**src/rtl/seg7_scan.sv**
```systemverilog
// seg7_scan: 4-digit time-multiplexed common-anode seven-segment driver with frame-synchronous commit.
// Define SEG7_SCAN_BLANK_EN to insert BLANK_CYC all-off cycles after each digit (anti-ghosting).
module seg7_scan #(
    parameter int DIV       = 50000,
    parameter int BLANK_CYC = 4
) (
    input  logic       clk,
    input  logic       rst_n,
    input  logic       wr_en,
    input  logic [1:0] wr_idx,
    input  logic [6:0] wr_seg,
    input  logic       wr_commit,
    output logic       wr_ready,
    output logic [6:0] seg_n,
    output logic [3:0] an_n,
    output logic       frame_tick
);

    // state | meaning
    // SCAN  | selected digit lit, cnt counts 0..DIV-1
    // BLANK | all anodes off, bcnt counts 0..BLANK_CYC-1
    localparam logic [0:0] ST_SCAN  = 1'b0;
    localparam logic [0:0] ST_BLANK = 1'b1;

`ifdef SEG7_SCAN_BLANK_EN
    localparam bit BLANK_EN = 1'b1;
`else
    localparam bit BLANK_EN = 1'b0;
`endif

    localparam int CNT_W  = (DIV > 1) ? $clog2(DIV) : 1;
    localparam int BCNT_W = (BLANK_CYC > 1) ? $clog2(BLANK_CYC) : 1;
    localparam logic [CNT_W-1:0]  CNT_MAX  = CNT_W'(DIV - 1);
    localparam logic [BCNT_W-1:0] BCNT_MAX = BCNT_W'(BLANK_CYC - 1);

    logic [0:0]        state_q, state_d;
    logic [CNT_W-1:0]  cnt_q, cnt_d;
    logic [BCNT_W-1:0] bcnt_q, bcnt_d;
    logic [1:0]        digit_q, digit_d;
    logic              pending_q, pending_d;
    logic [6:0]        shadow_q [4];
    logic [6:0]        shadow_d [4];
    logic [6:0]        active_q [4];
    logic [6:0]        active_d [4];
    logic [3:0]        an_n_q, an_n_d;
    logic [6:0]        seg_n_q, seg_n_d;
    logic              frame_tick_q, frame_tick_d;

    logic wr_acc;
    logic commit_acc;
    logic advance;
    logic boundary;

    assign wr_ready   = ~pending_q;
    assign wr_acc     = wr_en & ~pending_q;
    assign commit_acc = wr_commit & ~pending_q;

    always_comb begin
        state_d = state_q;
        cnt_d   = cnt_q;
        bcnt_d  = bcnt_q;
        advance = 1'b0;
        case (state_q)
            ST_SCAN: begin
                if (cnt_q == CNT_MAX) begin
                    cnt_d = '0;
                    if (BLANK_EN) begin
                        state_d = ST_BLANK;
                        bcnt_d  = '0;
                    end else begin
                        advance = 1'b1;
                    end
                end else begin
                    cnt_d = cnt_q + CNT_W'(1);
                end
            end
            ST_BLANK: begin
                if (bcnt_q == BCNT_MAX) begin
                    bcnt_d  = '0;
                    state_d = ST_SCAN;
                    advance = 1'b1;
                end else begin
                    bcnt_d = bcnt_q + BCNT_W'(1);
                end
            end
            default: begin
                state_d = ST_SCAN;
                cnt_d   = '0;
                bcnt_d  = '0;
            end
        endcase
        digit_d  = advance ? digit_q + 2'd1 : digit_q;
        boundary = advance && (digit_q == 2'd3);
    end

    // A commit accepted in the boundary cycle itself waits for the next boundary.
    always_comb begin
        shadow_d  = shadow_q;
        active_d  = active_q;
        pending_d = pending_q;
        if (wr_acc) begin
            shadow_d[wr_idx] = wr_seg;
        end
        if (boundary && pending_q) begin
            active_d  = shadow_q;
            pending_d = 1'b0;
        end
        if (commit_acc) begin
            pending_d = 1'b1;
        end
    end

    // Outputs are computed from next-state so they register in step with the FSM.
    always_comb begin
        frame_tick_d = boundary;
        if (state_d == ST_BLANK) begin
            an_n_d  = 4'hF;
            seg_n_d = 7'h7F;
        end else begin
            an_n_d  = ~(4'b0001 << digit_d);
            seg_n_d = ~active_d[digit_d];
        end
    end

    always_ff @(posedge clk or negedge rst_n) begin
        if (!rst_n) begin
            state_q      <= ST_SCAN;
            cnt_q        <= '0;
            bcnt_q       <= '0;
            digit_q      <= 2'd0;
            pending_q    <= 1'b0;
            an_n_q       <= 4'b1110;
            seg_n_q      <= 7'h7F;
            frame_tick_q <= 1'b0;
            for (int i = 0; i < 4; i++) begin
                shadow_q[i] <= 7'h00;
                active_q[i] <= 7'h00;
            end
        end else begin
            state_q      <= state_d;
            cnt_q        <= cnt_d;
            bcnt_q       <= bcnt_d;
            digit_q      <= digit_d;
            pending_q    <= pending_d;
            an_n_q       <= an_n_d;
            seg_n_q      <= seg_n_d;
            frame_tick_q <= frame_tick_d;
            for (int i = 0; i < 4; i++) begin
                shadow_q[i] <= shadow_d[i];
                active_q[i] <= active_d[i];
            end
        end
    end

    assign an_n       = an_n_q;
    assign seg_n      = seg_n_q;
    assign frame_tick = frame_tick_q;

endmodule

```
**config.mk**
```make
export PLATFORM = sky130hd
export DESIGN_NAME = seg7_scan
export DESIGN_NICKNAME = d
export VERILOG_FILES = /design/src/rtl/seg7_scan.sv
export SDC_FILE = /design/constraint.sdc
export NUM_CORES = 1
export LEC_CHECK = 0
export CAP_MARGIN = 20
export CELL_PAD_IN_SITES_DETAIL_PLACEMENT = 1
export CELL_PAD_IN_SITES_GLOBAL_PLACEMENT = 1
export CORE_MARGIN = 5
export CORE_UTILIZATION = 45
export CTS_CLUSTER_DIAMETER = 150
export CTS_CLUSTER_SIZE = 25
export DETAILED_ROUTE_END_ITERATION = 6
export GPL_ROUTABILITY_DRIVEN = 0
export PLACE_DENSITY_LB_ADDON = 0.1
export SYNTH_ARGS = -nofsm -noshare
export SYNTH_HDL_FRONTEND = slang
export SYNTH_SLANG_ARGS = --single-unit
```
**constraint.sdc**
```tcl
create_clock -name clk -period 4.2 [get_ports clk]
set_input_delay 0.84 -clock clk [delete_from_list [all_inputs] [get_ports clk]]
set_output_delay 0.84 -clock clk [all_outputs]
set_load 0.02 [all_outputs]
```
==> flow_summary.yaml, run 1 <==
logic_synthesis:
  syn_area_per_cell_um2: 11.8
  yosys.cell_types.count: 48
  synth_cells: 349
  async_flop_share: 1.00
  ys_ff_latch: 90
  synth-main-ff-cell: "dfrtp_1"
  synth_area_leaders: "dfrtp_1, mux2_2, dfstp_2"
  synth.net_count: 365
  yosysWarnings: 0
  synth_top_area_frac: 0.484
  yosys-top-cells-count: "dfrtp_1, mux2_2, nand2_1, o21ai_0, mux2i_1"
  synth.cell_area_um2: 4130
  synth_most_common_cell: "dfrtp_1"
  synth-edff-count: 0
  ys_seq_area_frac: 0.548
  synth_top_cell_by_area: "dfrtp_1"
sta:
  fin_skew_ns: 0.0139
  worst_pin_slew_ns: 0.818
  fin_crit_ns: 3.16
  setup_viol: 0
  finalMaxSlewViolations: 0
  rsz0062_at_grt: "false"
  tns_ns: 0
  hold_viol_final: 0
  timing.slew.headroom: 0.452
  max_clock_freq_mhz: 317
  fin_crit_sh: 0.751
  setup_slack_ns: 1.04
clock_tree:
  cts_made_buffers: 9
  ctsLongestPathBuffers: 2
  cts_sinks: 90
  htree_levels: 3
  post_cts_buffers: 0
  clk_pin_slew_ns: 0.10
  cts_hold_buf: 0
  root_buffer: "clkbuf_8"
  insertion_delay_ns: 0.36
  ctsResizeCount: 0
  cts_tree: "built"
global_routing:
  grt_remaining_overflow: 0
  grt_max_degree: 79
  antenna_found_initial: 0
  grt_pass1_wl_mm: 15.2
  grt_use_total: 0.175
  grt_pass1_vias: 2919
pwr:
  total_leakage_power_nw: 2.16
  intPower_mw: 1.25
  ir_drop_mv: 0.204
  pwr-share-clk: 0.415
  power_frac_seq: 0.554
  p_sw_mw: 0.364
  pwr_density_cell_nw_per_um2: 339
  p_sw_frac: 0.225
  comb_power_share: 0.032
routing:
  first_pass_iters: 4
  wl_per_cell_um: 18.5
  initialDrtViolationCount: 79
  ant_nets: 0
  vias: 2778
  drc: 0
  drt_wl_total_mm: 9.18
  avgViaCountPerCell: 5.59
min_path:
  hp-class: "in2async"
critical_path:
  critPathLaunchType: "flop"
  critical_path_class: "reg2reg"
  ff2ff_path_depth: 7
  critPathCaptureType: "flop"
  r2r_end: "seg_n[2]"
  arrival_ns: 3.43
  path_max_fanout: 27
  required_ns: 4.48
  r2r-start: "cnt_q[5]"
  r2r_slack_ns: 1.04
placed_design:
  dp_hpwl_mm: 6.30
  portBuffers: 25
  pre_cts_ws_ns: 1.06
die:
  die_x_um: 106
  io_pins: 26
  rows: 35
  core_region_area_um2: 9110
  die_height_um: 106
  dieArea_um2: 11200
  initial_core_util: 0.454
run:
  maxCapViolations: 0
cells_and_area:
  drive_gt1_frac: 0.246
  nNetsFinal: 397
  nFillCells: 987
  antennaDiodeCount: 0
  multi_input_area_um2: 1750
  utilization: 0.523
  syn_to_final_growth_pct: 15.2
  seq_area_um2: 2260
status:
  outcome: "finished clean"
-- sequential cells by signal, summed over array words and instances, names as in the netlist --
| register | cells |
|---|---|
| pending_q | 1 |
| cnt_q | 16 |
| bcnt_q | 2 |
| seg_n | 7 |
| state_q | 1 |
| active_q | 28 |
| shadow_q | 28 |
| digit_q | 2 |
| an_n | 4 |
| frame_tick | 1 |
-- final cells by class --
cell class	instances	share of cell area
flip-flops and latches	90	0.475
multi-input cells	227	0.366
repair buffers	32	0.0657
well taps	111	0.0292
clock inverters	7	0.0208
clock buffers	9	0.0260
inverters	21	0.0165
-- per-layer routing --
layer	up-vias	share of wire	track usage	wire [um]
li1	1317	-	-	-
met5	-	0	0	0
met2	26	0.50	0.297	4620
met1	1425	0.46	0.226	4200
met4	0	0.015	0.0583	140
met3	10	0.024	0.0300	222
-- cell usage in the layout (no fill, tap or decap), types with 3 or more instances in the layout --
cell type	instances
o21ai_0	26
ha_1	3
nand3_1	4
clkbuf_8	9
mux2i_1	22
inv_1	21
and4_1	4
buf_4	7
dfstp_2	10
a21oi_1	7
and3_1	6
mux2_2	49
nor2_1	13
o22ai_1	5
nand2_1	37
dfrtp_1	80
mux4_2	3
a221oi_1	5
clkdlybuf4s50_1	24
nand2b_1	6
-- logic make-up (layout without fill, tap and decap cells) --
kind of cell / count (synthesis) / after routing / share of synthesized area
simple gates: 88 / 88 / 0.111
mux: 74 / 74 / 0.203
flops: 90 / 90 / 0.548
buf+inv: 32 / 69 / 0.0333
compound gates: 60 / 60 / 0.0911
fa+ha+maj: 3 / 3 / 0.00908
xor+xnor: 2 / 2 / 0.00424
-- worst max-delay path by stage --
stage / slack (ns) / from / end
5_1_grt: 0.87 / cnt_q[12] / seg_n[1]
3_3_place_gp: 1.18 / cnt_q[5] / seg_n[2]
6_report: 1.04 / cnt_q[5] / seg_n[2]
2_1_floorplan: 1.57 / cnt_q[4] / active_q[12]
3_5_place_dp: 1.06 / cnt_q[5] / seg_n[2]
4_1_cts: 1.04 / cnt_q[12] / seg_n[2]
-- worst max-delay path: stages, from the launching register on --
cell	delay, ns
dfrtp_1	0.44
or4b_1	0.60
or4_4	0.62
a21oi_4	0.43
buf_4	0.42
mux2i_1	0.29
o22ai_1	0.11
a21oi_1	0.17
-- power groups by stage --
| stage | clock (mW) | sequential, mW | combinational, mW |
|---|---|---|---|
| 5_1_grt | 0.727 | 0.895 | 0.0580 |
| 3_5_place_dp | 0 | 0.910 | 0.0508 |
| 3_3_place_gp | 0 | 0.909 | 0.0497 |
| 2_1_floorplan | 0 | 0.906 | 0.0164 |
| 4_1_cts | 0.692 | 0.893 | 0.0511 |
| 6_report | 0.669 | 0.893 | 0.0512 |
-- metrics by stage --
stage | power [mW] | cell area [um2] | std cells | hold slack [ns]
3_5_place_dp | 0.961 | 4520 | 480 | 0.470
4_1_cts | 1.64 | 4740 | 496 | 0.494
2_1_floorplan | 0.922 | 4130 | 349 | 0.447
3_3_place_gp | 0.958 | 4520 | 480 | 0.460
6_report | 1.61 | 4760 | 497 | 0.424
5_1_grt | 1.68 | 4760 | 497 | 0.441
Power figures use the tool's default switching activity.
==> inputs of run 2 (changes only) <==
==> constraint.sdc (replaced) <==
create_clock -name clk -period 3.3 [get_ports clk]
set_input_delay 0.66 -clock clk [delete_from_list [all_inputs] [get_ports clk]]
set_output_delay 0.66 -clock clk [all_outputs]
set_load 0.02 [all_outputs]
==> run 2 against run 1 <==
Compared with the run above: hold slack got worse by 0.11 ns; sequential cell count unchanged; sequential share of layout area decreased by 0.40 points; sequential power increased by 28%; first-iteration DRC count decreased by 8.9%; final area increased by 0.84%; clock power increased by 29%; via count decreased by 0.43%; critical endpoint is now seg_n[1].
==> flow_summary.yaml, run 2 (synthesis gave the netlist of run 1 again) <==
status:
  outcome: "finished clean"
critical_path:
  critical_path_class: "reg2reg"
  path_max_fanout: 34
  crit_path_start: "cnt_q[5]"
  required_ns: 3.59
  max_stage_delay_ns: 0.62
  arrival_ns: 3.16
  r2r_slack_ns: 0.44
  r2r-start: "cnt_q[5]"
  crit_slowest_cell: "or4_4"
  critPathLaunchType: "flop"
  ff2ff_path_depth: 7
  r2r_end: "seg_n[1]"
  crit_chain: "or4b_1, or4_4, a21oi_4, buf_12, mux2i_1, o22ai_1, a21oi_1"
  critPathCaptureType: "flop"
  critPathCapture: "seg_n[1]"
pwr:
  total_leakage_power_nw: 2.18
  ir_drop_mv: 0.352
  pwr_density_cell_nw_per_um2: 430
  power.total_mw: 2.07
sta:
  rsz0062_at_grt: "false"
  finalMaxSlewViolations: 0
  hold_viol_final: 0
  tns_ns: 0
  setup_viol: 0
  worst_pin_slew_ns: 0.644
  fin_crit_sh: 0.867
  max_clock_freq_mhz: 349
  timing.slew.headroom: 0.571
  fin_crit_ns: 2.86
  fin_skew_ns: 0.0130
die:
  core_region_area_um2: 9110
  rows: 35
  die_height_um: 106
  io_pins: 26
  die_x_um: 106
  initial_core_util: 0.454
  dieArea_um2: 11200
clock_tree:
  htree_levels: 3
  cts_made_buffers: 9
  ctsResizeCount: 0
  insertion_delay_ns: 0.36
  cts_sinks: 90
  ctsLongestPathBuffers: 2
  clk_pin_slew_ns: 0.10
  root_buffer: "clkbuf_8"
  cts_tree: "built"
  post_cts_buffers: 0
  cts_hold_buf: 0
placed_design:
  portBuffers: 25
  dp_hpwl_mm: 6.42
routing:
  first_pass_iters: 4
  avgViaCountPerCell: 5.51
  wl_per_cell_um: 18.5
  ant_nets: 0
  drt_wl_total_mm: 9.27
  drc: 0
  vias: 2766
  initialDrtViolationCount: 72
cells_and_area:
  seq_area_um2: 2260
  final_common_cell: "dfrtp_1"
  utilization: 0.527
  antennaDiodeCount: 0
  largestRegisters: "active_q x28, shadow_q x28, cnt_q x16"
  drive_gt1_frac: 0.253
  nNetsFinal: 402
  nFillCells: 970
  final_cell_mix: "dfrtp_1, mux2_2, nand2_1, o21ai_0, clkdlybuf4s50_1"
  multi_input_area_um2: 1750
  syn_to_final_growth_pct: 16.2
global_routing:
  use_met1: 0.231
  grtUsageMet2: 0.311
  grt_remaining_overflow: 0
  grt.busiest_layer: "met2"
  antenna_found_initial: 0
  grt_use_met3: 0.0423
  grt_pass1_wl_mm: 15.7
  grt_pass1_vias: 3009
  grt_use_total: 0.180
  grt_max_degree: 48
min_path:
  hp-class: "in2async"
run:
  maxCapViolations: 0
[run 2: cell types whose count changed in the layout (fill, tap and decap cells not counted)]
cell / change
buf_4: +5
clkinv_2: -2
clkbuf_1: +1
clkinv_4: +1
[run 2: power by group]
part	internal, mW	total [mW]	switching, mW
Clock	0.440	0.864	0.425
Combinational	0.0308	0.0641	0.0333
Sequential	1.12	1.14	0.0142
[run 2: cell type report]
cell class              instances  area share
clock inverters                 6      0.0203
multi-input cells             227       0.363
flip-flops and latches         90       0.471
inverters                      21      0.0164
well taps                     111      0.0289
clock buffers                  10      0.0266
repair buffers                 37      0.0729
[run 2: worst max-delay path, delay by kind of cell (launching register included)]
kind                   cells  cell delay [ns]
AND/OR/NAND/NOR            2             1.22
AO/OA/AOI/OAI              3             0.58
flip-flops                 1             0.44
multiplexers               1             0.30
buffers and inverters      1             0.25
[run 2: worst min path at each step]
stage                               to          from  slack (ns)  cells after the start
after floorplan            active_q[0]         rst_n        0.36                      0
after detailed placement  active_q[17]  active_q[17]        0.47                      2
after global routing        digit_q[1]         rst_n        0.35                      1
after global placement    active_q[25]  active_q[25]        0.46                      2
final                       digit_q[1]         rst_n        0.31                      1
after CTS                     cnt_q[3]         rst_n        0.32                      1
[run 2: per-layer routing]
metal / vias up / share of wire / wire (um)
met3: 7 / 0.027 / 249
li1: 1308 / - / -
met5: - / 0 / 0
met1: 1422 / 0.46 / 4240
met2: 29 / 0.51 / 4710
met4: 0 / 0.0081 / 75
[run 2: through the flow]
step / cells / area (um2) / worst slack [ns] / hold slack [ns]
6_report: 502 / 4800 / 0.439 / 0.314
5_1_grt: 502 / 4800 / 0.231 / 0.352
4_1_cts: 502 / 4800 / 0.417 / 0.324
3_5_place_dp: 486 / 4580 / 0.448 / 0.470
3_3_place_gp: 486 / 4580 / 0.588 / 0.460
2_1_floorplan: 349 / 4130 / 0.672 / 0.364
==> patch 1: new RTL, config.mk and constraints of run 2 <==
`BLANK_CYC`: 4 -> 8.
--- a/src/rtl/seg7_scan.sv
+++ b/src/rtl/seg7_scan.sv
@@ -4,3 +4,3 @@
     parameter int DIV       = 50000,
-    parameter int BLANK_CYC = 4
+    parameter int BLANK_CYC = 8
 ) (
Formal check against the unedited RTL: no difference found for any inputs over 10 cycles, from zero or initial values and one cycle with rst_n low; that may be too few to reach the edited logic, so the function may still have changed.
==> patch 1 against run 2 <==
Routed wire length increased by 5.6%. Setup slack got worse by 0.064 ns. Synthesized cell count increased by 0.29%. Sequential cell count increased by 1. Cell area increased by 0.89%. Hold slack got worse by 0.074 ns. Critical path depth unchanged. Total power increased by 0.89%. Die area increased by 0.85%. Critical path type unchanged. Area after synthesis increased by 0.94%.
==> patch 1: results (changes against run 2) <==
P_leak -> 2.266 nW (+4.0%)
Reg-to-Reg End -> seg_n[0]$_DFF_PN1_
area fraction in compound gates after synthesis -> 9.235% (+0.13 points)
switching share of power -> 21.50% (-1.4 points)
wire length of the first global-routing pass -> 16260 um (+3.3%)
wire length on met2 -> 4307 um (-8.5%)
Non-Filler Instances -> 501 (-0.20%)
IR Drop Worst-Case VDD -> 0.2109 mV (-40%)
per-cell via count in the routed design -> 5.627 (+2.1%)
fraction of layout instances using a drive strength above 1 -> 21.79% (-3.5 points)
worst relative slew slack -> 49.78% (-7.3 points)
number of global-route vias before repair -> 2918 (-3.0%)
dpl cells -> 485 (-0.21%)
Routed met3 length -> 198 um (-20%)
status -> finished, final reports clean
Adder-Cell Fraction of Synth Area -> 1.199% (+0.29 points)
most frequent cells after synthesis -> sky130_fd_sc_hd__dfrtp_1 (81), sky130_fd_sc_hd__mux2_2 (36), sky130_fd_sc_hd__inv_1 (20)
synth top area cells -> sky130_fd_sc_hd__dfrtp_1 (49%), sky130_fd_sc_hd__mux2_2 (9.7%), sky130_fd_sc_hd__dfstp_2 (6.3%)
Detailed Route WL -> 9793 um (+5.6%)
R2R Setup Slk -> 0.37 ns (-0.06 ns)
largest clock skew in the final design -> 0.01549 ns (+0.002440 ns)
Total Routing Usage GR -> 18.49% (+0.49 points)
syn_nets -> 367 (+0.55%)
fraction of the yosys area taken by sequential cells -> 54.87% (+0.090 points)
highest fanout seen on the critical path -> 15 (-56%)
Crit Reg-Reg Startpoint -> cnt_q[4]$_DFFE_PN0N_
arrival time at the worst endpoint -> 3.18 ns (+0.02 ns)
number of different library cells in the post-synthesis netlist -> 49 (+2.1%)
worst stage delay on the critical path -> 0.58 ns (-0.04 ns)
CP Capture Point -> seg_n[0]$_DFF_PN1_
[patch 1: cell types whose count changed after synthesis, sizes merged, moves of 4 or more]
cell and delta:
a2111oi +5, nor2 +4, a221oi -5, nand2 -22, o21ai -12, and4 -4, a21oi -4, xnor2 +4
nor3 +14, a32oi +5, mux2 -4, mux2i -4, nand3 +8
[patch 1: final cells by class]
cell class	instances	area [um^2]
fillers	977	4307
flip-flops and latches	91	2290
multi-input cells	225	1729
repair buffers	37	375.4
clock buffers	11	151.4
well taps	111	138.9
clock inverters	5	82.58
inverters	21	78.83
[patch 1: stage by stage]
step | total power, mW | hold slack, ns
global route | 2.154 | 0.2696
floorplan | 1.183 | 0.3644
finish | 2.084 | 0.2406
CTS | 2.107 | 0.2553
global placement | 1.233 | 0.4586
detailed placement | 1.236 | 0.4689
[patch 1: layer usage]
metal | track usage (%) | vias up
met4 | 5.273 | 0
met3 | 2.914 | 11
met1 | 28.71 | 1449
met5 | 0 | -
met2 | 26.61 | 28
li1 | - | 1331
==> patch 2: new RTL, settings of run 2 <==
Without the edit above. Reset style: synchronous (`rst_n`), changed in one clocked block.
--- a/src/rtl/seg7_scan.sv
+++ b/src/rtl/seg7_scan.sv
@@ -124,3 +124,3 @@
 
-    always_ff @(posedge clk or negedge rst_n) begin
+    always_ff @(posedge clk) begin
         if (!rst_n) begin
Function: differs if rst_n is asserted again (counterexample within 4 cycles, from zero or initial values and one cycle with rst_n low); with rst_n held inactive, the same outputs for 10 cycles.
==> patch 2 against run 2 <==
Sequential share of layout area fell by 6.0 points. Setup slack improved by 0.22 ns. Cell area fell by 8.8%. Area after synthesis fell by 8.1%. Total power fell by 6.0%. Core utilization rose by 0.61 points. Die area fell by 7.4%. Fmax rose by 8.4%. Sequential cell count did not move. Routed wire length fell by 4.4%. Critical path type unchanged. Largest cell class is now multi-input gates.
==> patch 2: results (changes against run 2) <==
placement-stage worst setup slack -> 0.7437 ns (+0.2962 ns)
pin count of the biggest net entering global routing -> 53 (+10%)
ys async rst share -> 0% (-100 points)
worst stage delay on the critical path -> 0.60 ns (-0.02 ns)
IR Drop Worst-Case VDD -> 0.2765 mV (-22%)
R2R Setup Slk -> 0.66 ns (+0.22 ns)
fraction of layout instances using a drive strength above 1 -> 8.029% (-17 points)
highest fanout seen on the critical path -> 29 (-15%)
most frequent cells after synthesis -> sky130_fd_sc_hd__dfxtp_1 (90), sky130_fd_sc_hd__mux2i_1 (60), sky130_fd_sc_hd__nor2b_1 (59), sky130_fd_sc_hd__nand2_1 (24), sky130_fd_sc_hd__nor2_1 (15)
per-cell via count in the routed design -> 5.349 (-2.9%)
number of different library cells in the post-synthesis netlist -> 45 (-6.3%)
largest clock skew in the final design -> 0.01374 ns (+0.0006897 ns)
status -> finished, final reports clean
Min-Delay Startpoint -> cnt_q[1]$_SDFFE_PN0N_
syn_nets -> 397 (+8.8%)
dpl cells -> 500 (+2.9%)
global-route track usage on met2 -> 27.62% (-3.5 points)
Crit Reg-Reg Startpoint -> cnt_q[12]$_SDFFE_PN0N_
cell area reported after detailed placement -> 4192 um^2 (-8.4%)
area fraction in compound gates after synthesis -> 9.621% (+0.51 points)
vias after detailed routing -> 2760 (-0.22%)
multiplexer share of the synthesized area -> 15.82% (-4.5 points)
detail-routed net length per standard cell -> 17.18 um (-7.0%)
Post-Synthesis Mean Instance Area -> 9.967 um^2 (-16%)
synthesized-area fraction occupied by xor and xnor cells -> 0.4613% (+0.038 points)
count of nets after finishing -> 422 (+5.0%)
Reg-to-Reg End -> seg_n[0]$_SDFF_PP1_
synth top area cells -> sky130_fd_sc_hd__dfxtp_1 (47%), sky130_fd_sc_hd__mux2i_1 (16%), sky130_fd_sc_hd__nor2b_1 (9.7%)
P_leak -> 1.465 nW (-33%)
area of the core region -> 8217 um^2 (-9.8%)
fraction of the yosys area taken by sequential cells -> 47.45% (-7.3 points)
number of cell instances on the worst register-to-register path -> 7 (unchanged)
Worst Hold Class -> register to register
Total Routing Usage GR -> 18.00% (about the same)
grt met3 use -> 2.867% (-1.4 points)
most frequently used flop master after synthesis -> sky130_fd_sc_hd__dfxtp_1
arrival time at the worst endpoint -> 2.94 ns (-0.22 ns)
detailed router's first-iteration violation count -> 44 (-39%)
## patch 2: layout make-up
type | instances | area [um^2]
clock buffer | 10 | 137.6
clock inverter | 6 | 53.80
timing repair buffer | 33 | 330.3
inverter | 3 | 11.26
multi-input combinational | 269 | 1917
fill | 924 | 3834
tap | 105 | 131.4
sequential | 90 | 1802
## patch 2: how the worst max path moves through the flow
| stage | from | endpoint | slack (ns) | depth (start not counted) |
|---|---|---|---|---|
| after floorplan | cnt_q[11]$_SDFFE_PN0N_ | seg_n[0]$_SDFF_PP1_ | 0.93 | 8 |
| after global placement | cnt_q[11]$_SDFFE_PN0N_ | seg_n[1]$_SDFF_PP1_ | 0.76 | 7 |
| after detailed placement | cnt_q[11]$_SDFFE_PN0N_ | seg_n[0]$_SDFF_PP1_ | 0.74 | 7 |
| after CTS | cnt_q[12]$_SDFFE_PN0N_ | seg_n[0]$_SDFF_PP1_ | 0.68 | 7 |
| after global routing | cnt_q[14]$_SDFFE_PN0N_ | seg_n[0]$_SDFF_PP1_ | 0.54 | 7 |
| final | cnt_q[12]$_SDFFE_PN0N_ | seg_n[0]$_SDFF_PP1_ | 0.66 | 7 |
## patch 2: where the power goes
| group | total (mW) | internal, mW | switching (mW) |
|---|---|---|---|
| combinational | 0.0934 | 0.0502 | 0.0432 |
| clock | 0.740 | 0.311 | 0.429 |
| sequential | 1.11 | 1.10 | 0.00959 |
| total | 1.94 | 1.46 | 0.482 |
## patch 2: routing by layer
metal	wire length, um	vias to the layer above
li1	-	1386
met1	4515	1332
met2	4001	33
met3	227	9
met4	119	0
met5	0	-
